`config.mk`:
```
export PLATFORM = sky130hd
export DESIGN_NAME = f_add_unit
export DESIGN_NICKNAME = d
export VERILOG_FILES = /design/src/rtl/f_add_unit.sv
export SDC_FILE = /design/constraint.sdc
export NUM_CORES = 1
export LEC_CHECK = 0
export BUFFER_PORTS_ARGS = -buffer_cell sky130_fd_sc_hd__buf_4
export CAP_MARGIN = 20
export CORE_AREA = 2 2 39 41
export DETAILED_ROUTE_END_ITERATION = 16
export DIE_AREA = 0 0 41 43
export SKIP_LAST_GASP = 1
export SLEW_MARGIN = 20
export SYNTH_ARGS = -nofsm -noshare
export SYNTH_HDL_FRONTEND = slang
export SYNTH_SLANG_ARGS = --single-unit
```
`constraint.sdc`:
```
create_clock -name clk -period 2.35 [get_ports clk]
set_input_delay 0.47 -clock clk [delete_from_list [all_inputs] [get_ports clk]]
set_output_delay 0.47 -clock clk [all_outputs]
set_load 0.05 [all_outputs]
```
`src/rtl/f_add_unit.sv`:
```
// rtl/f_add_unit.sv - registered ripple-carry full adder, WIDTH-bit operands plus carry-in
module f_add_unit #(
    parameter int WIDTH = 1
) (
    input  logic             clk,
    input  logic             rst,
    input  logic [WIDTH-1:0] A,
    input  logic [WIDTH-1:0] B,
    input  logic             C,
    input  logic             in_valid,
    output logic [WIDTH-1:0] S,
    output logic             O,
    output logic             out_valid
);

    logic [WIDTH:0]   c;
    logic [WIDTH-1:0] sum_d;
    logic [WIDTH-1:0] sum_q;
    logic             carry_d;
    logic             carry_q;
    logic             valid_q;

    // Ripple chain of single-bit full-adder cells.
    always_comb begin
        c     = '0;
        sum_d = '0;
        c[0]  = C;
        for (int i = 0; i < WIDTH; i++) begin
            sum_d[i] = A[i] ^ B[i] ^ c[i];
            c[i+1]   = (A[i] & B[i]) | (c[i] & (A[i] ^ B[i]));
        end
        carry_d = c[WIDTH];
    end

    // Sum/carry hold when no input is accepted; valid drops to 0.
    always_ff @(posedge clk) begin
        if (rst) begin
            sum_q   <= '0;
            carry_q <= 1'b0;
            valid_q <= 1'b0;
        end else begin
            valid_q <= in_valid;
            if (in_valid) begin
                sum_q   <= sum_d;
                carry_q <= carry_d;
            end
        end
    end

    assign S         = sum_q;
    assign O         = carry_q;
    assign out_valid = valid_q;

endmodule

```
# Yosys cells after proc, flatten, opt, wreduce, memory -nomap -nowiden
# Index checks and enable logic that the tools add are counted.
classes:
  bitwise_logic: 5
ops:
  columns: ["op", "n"]
  rows:
  - ["bitwise AND 1 bit", 2]
  - ["bitwise XOR 1 bit", 2]
  - ["OR 1 bit", 1]
totals:
  out_inout_bits: 3
  wordCells: 8
  inputBits: 6
  register_bits: 3

# Logic depth before layout (Yosys ltp)
depth:
  ltp_word: 3
  depth_mapped: 3
  depth_no_buf: 3

# Worst setup path before layout
# No wires, ideal clock.
synth_path:
  path_type: "input-to-reg"
  startpoint: "input A"
  endpoint: "register sum_q (netlist: S)"
  arrival_ns: 1.093
  slack_ns: 1.141
  setup_ns: 0.116
  n_path_buf: 0
  t_required_ns: 2.234
  stages: 3
  cell_sequence: "fa_1 > mux2i_1 > nor2_1"
synth_via:
  elab_chain_cells: 2
synth_lines:
  columns: ["element", "line", "source"]
  rows:
  - ["start, declared", "7", "input logic [WIDTH-1:0] A,"]
  - ["bitwise XOR 1 bit (2 in a row)", "29", "sum_d[i] = A[i] ^ B[i] ^ c[i];"]
  - ["end signal, assigned", "44", "sum_q <= sum_d;"]
  - ["end, declared", "18", "logic [WIDTH-1:0] sum_q;"]
# Every way passes these cells.
# A chain may end at the register's enable or synchronous reset.

# Final worst setup path
layout_path:
  startpoint: "register sum_q (netlist: S)"
  endpoint: "output S"
layout_rtl:
  columns: ["element", "line", "source"]
  rows:
  - ["end, declared", "11", "output logic [WIDTH-1:0] S,"]
# No word-level cell between the ends.

==> tab_implementation.tex <==
\begin{tabular}{lr}
\hline
Metric & Value \\
\hline
\multicolumn{2}{l}{\textbf{STA}} \\
Fin worst setup slack & $\sim$1.1 ns \\
Total setup violations reported at the end of the flow & 0 \\
Final worst path period share & between 50\% and 60\% \\
Final Skew & 0 ns \\
Hold Fails Final Rpt & 0 \\
Tightest slew margin relative to the limit & about 92\% \\
Accumulated negative setup slack & 0 ns \\
Fmax & 0.803 GHz \\
Unrepaired setup endpoints after global routing & no \\
Transition time at the pin with the least slew margin & 0.119 ns \\
Hold Slack & 0.410 ns \\
Shortest period the worst path allows & 1.25 ns \\
Max-slew violation count & 0 \\
\multicolumn{2}{l}{\textbf{Logic synthesis}} \\
Flops \& latches, synth & 3 \\
Fraction of the yosys area taken by sequential cells & 52.7\% \\
Post-synthesis average cell area & 12.7 um\^{}2 \\
Post-synthesis net count & 16 \\
Post-synthesis instance total & 9 \\
Synthesized cell area & about 110 um\^{}2 \\
Post-synth cell types & 5 \\
Count of yosys warnings during synthesis & 0 \\
\multicolumn{2}{l}{\textbf{Clock network}} \\
Postcts setup bufs & 0 \\
Latest clock arrival within the worst-skew pair & 0.23 ns \\
CTS Hold Bufs & 0 \\
Cts bufs inserted & 3 \\
Post\_cts resized & 0 \\
CTS tree & built \\
Worst-case clock buffer depth & 2 \\
H-Tree Level Count & 1 \\
Clock sink count & 3 \\
Clock Pin Slew Worst Setup and Hold Paths & around 0.040 ns \\
Buffer type at the clock tree root & sky130\_fd\_sc\_hd\_\_clkbuf\_4 \\
\multicolumn{2}{l}{\textbf{Global route}} \\
First-pass GRT wire length & 448 um \\
Via count of the first global-routing pass & 101 \\
Total grt overflow & 0 \\
Antenna violations before repair & 0 \\
Maximum number of pins on one net before global-route repair & 4 \\
Overall global routing resource usage & 4.83\% \\
\multicolumn{2}{l}{\textbf{Floorplanning}} \\
Cell row count & 14 \\
Core Region & 1380 um\^{}2 \\
Die span in x & 41 um \\
Initial Utilization & 8.23\% \\
Die area & 1760 um\^{}2 \\
Die height & $\sim$43 um \\
Ports & 9 \\
\multicolumn{2}{l}{\textbf{Critical path}} \\
Top fanout value on the critical path & 2 \\
Worst Path Arrival & a little under 0.8 ns \\
Kind of critical path & reg -> out \\
Buffers plus inverters on the worst setup path & 1 \\
Critical path's top delay family & flip-flops \\
Category of the worst setup path launch point & flop \\
Critical path's largest stage delay & 0.34 ns \\
Worst setup EP type & output pin \\
Ordered cell list for the critical path & buf\_4 \\
Required time of the critical path & between 1.5 and 2 ns \\
Slowest library cell on the worst path & sky130\_fd\_sc\_hd\_\_dfxtp\_1 \\
\multicolumn{2}{l}{\textbf{Detailed routing}} \\
DR vias/cell & 2.84 \\
Post-detailed-route wirelength per cell & 7.30 um \\
Final Routed Wirelength & 270 um \\
Count of routing violations after the opening detailed-route iteration & 3 \\
DR DRC count & 0 \\
DRT Pass-1 Iters & 2 \\
Total vias in the final route & 105 \\
Number of routed nets with antenna violations & 0 \\
\multicolumn{2}{l}{\textbf{Cells and area}} \\
Layout Utilization & 15.9\% \\
Count of fill cells added during filler insertion & around 150 \\
Number of antenna diodes & 0 \\
Share of post-route cells with drive strength above 1 & between 50\% and 60\% \\
Area growth syn-to-layout & 93.4\% \\
Total number of nets in the final design & 29 \\
Commonest non-fill, non-tap cells in the layout & 8 x sky130\_fd\_sc\_hd\_\_buf\_4, 3 x sky130\_fd\_sc\_hd\_\_dfxtp\_1, 3 x sky130\_fd\_sc\_hd\_\_clkbuf\_4 \\
Commonest non-fill, non-tap cell in the layout & sky130\_fd\_sc\_hd\_\_buf\_4 \\
\multicolumn{2}{l}{\textbf{Place}} \\
Final weighted congestion in routability-driven placement & between 0.5 and 0.6 \\
Total of buffers placed on input and output ports & 8 \\
Pre-CTS setup slack & a little under 1 ns \\
\multicolumn{2}{l}{\textbf{Pwr}} \\
Power per unit of standard cell area & just over 800 nW/um\^{}2 \\
Comb pwr share & 18.9\% \\
Worst-case vdd ir drop & 0.000292 V \\
Overall Power & 182 uW \\
Leakage power of the design & 0.000104 uW \\
Switching component of the power & 48.5 uW \\
Clock network fraction of design power & between 40\% and 50\% \\
Share of total power in sequential cells & 31.4\% \\
Int Power & 133 uW \\
Sw frac & 26.7\% \\
\multicolumn{2}{l}{\textbf{Run status}} \\
Status & completed \\
\multicolumn{2}{l}{\textbf{Job}} \\
Max-capacitance violation count & 0 \\
\multicolumn{2}{l}{\textbf{Hold path}} \\
Type of the most critical hold path & in -> reg \\
\hline
\end{tabular}
-- cell usage after synthesis, drive strengths merged --
cell type / count / share of area [%]
dfxtp: 3 / 53
fa: 1 / 18
mux2i: 2 / 18
nor2: 2 / 6.6
nor2b: 1 / 5.5
-- state kept, by name (all words and copies together) (netlist names) --
name,count
O,1
S,1
out_valid,1
-- cells by family after synthesis --
group,after synthesis,share of synthesized area (%)
adder cells (fa/ha/maj),1,17.6
flip-flops,3,52.7
multiplexers,2,17.6
AND/OR/NAND/NOR,3,12.1
-- per-stage QoR --
stage	instances	area [um^2]
6_report	37	220
3_5_place_dp	33	194
3_3_place_gp	33	194
2_1_floorplan	9	114
4_1_cts	37	220
5_1_grt	37	220
-- path summary, 6_finish.rpt --
path                            from  endpoint  slack (ns)  depth (start not counted)
worst max-delay path               S         S        1.10                          1
worst min-delay path             rst         O        0.41                          2
worst max register to register     S         S        1.76                          2
worst min register to register     O         O        0.50                          2
-- per-layer routing --
layer  wire length [um]  GRT usage, %  part of all wire, %
met1                153          5.18                   57
met2                 66          3.44                   24
met3                 50          7.85                   19
met4                  0          4.00                    0
met5                  0             0                    0
-- cell type report --
type | count | area, um^2 | share of cell area [%]
sequential | 3 | 60.1 | 27.3
timing repair buffer | 8 | 60.1 | 27.3
multi-input combinational | 6 | 53.8 | 24.4
clock buffer | 4 | 26.3 | 11.9
tap | 16 | 20.0 | 9.09
-- power by group through the flow --
stage	clock network, uW	logic [uW]	registers (uW)
finish	90.2	34.4	56.9
floorplan	0	6.17	70.2
global placement	0	34.2	57.6
detailed placement	0	34.7	57.7
global route	102	36.8	57.3
CTS	95.6	34.8	56.9
No activity file was read; power rests on OpenSTA's default activity.
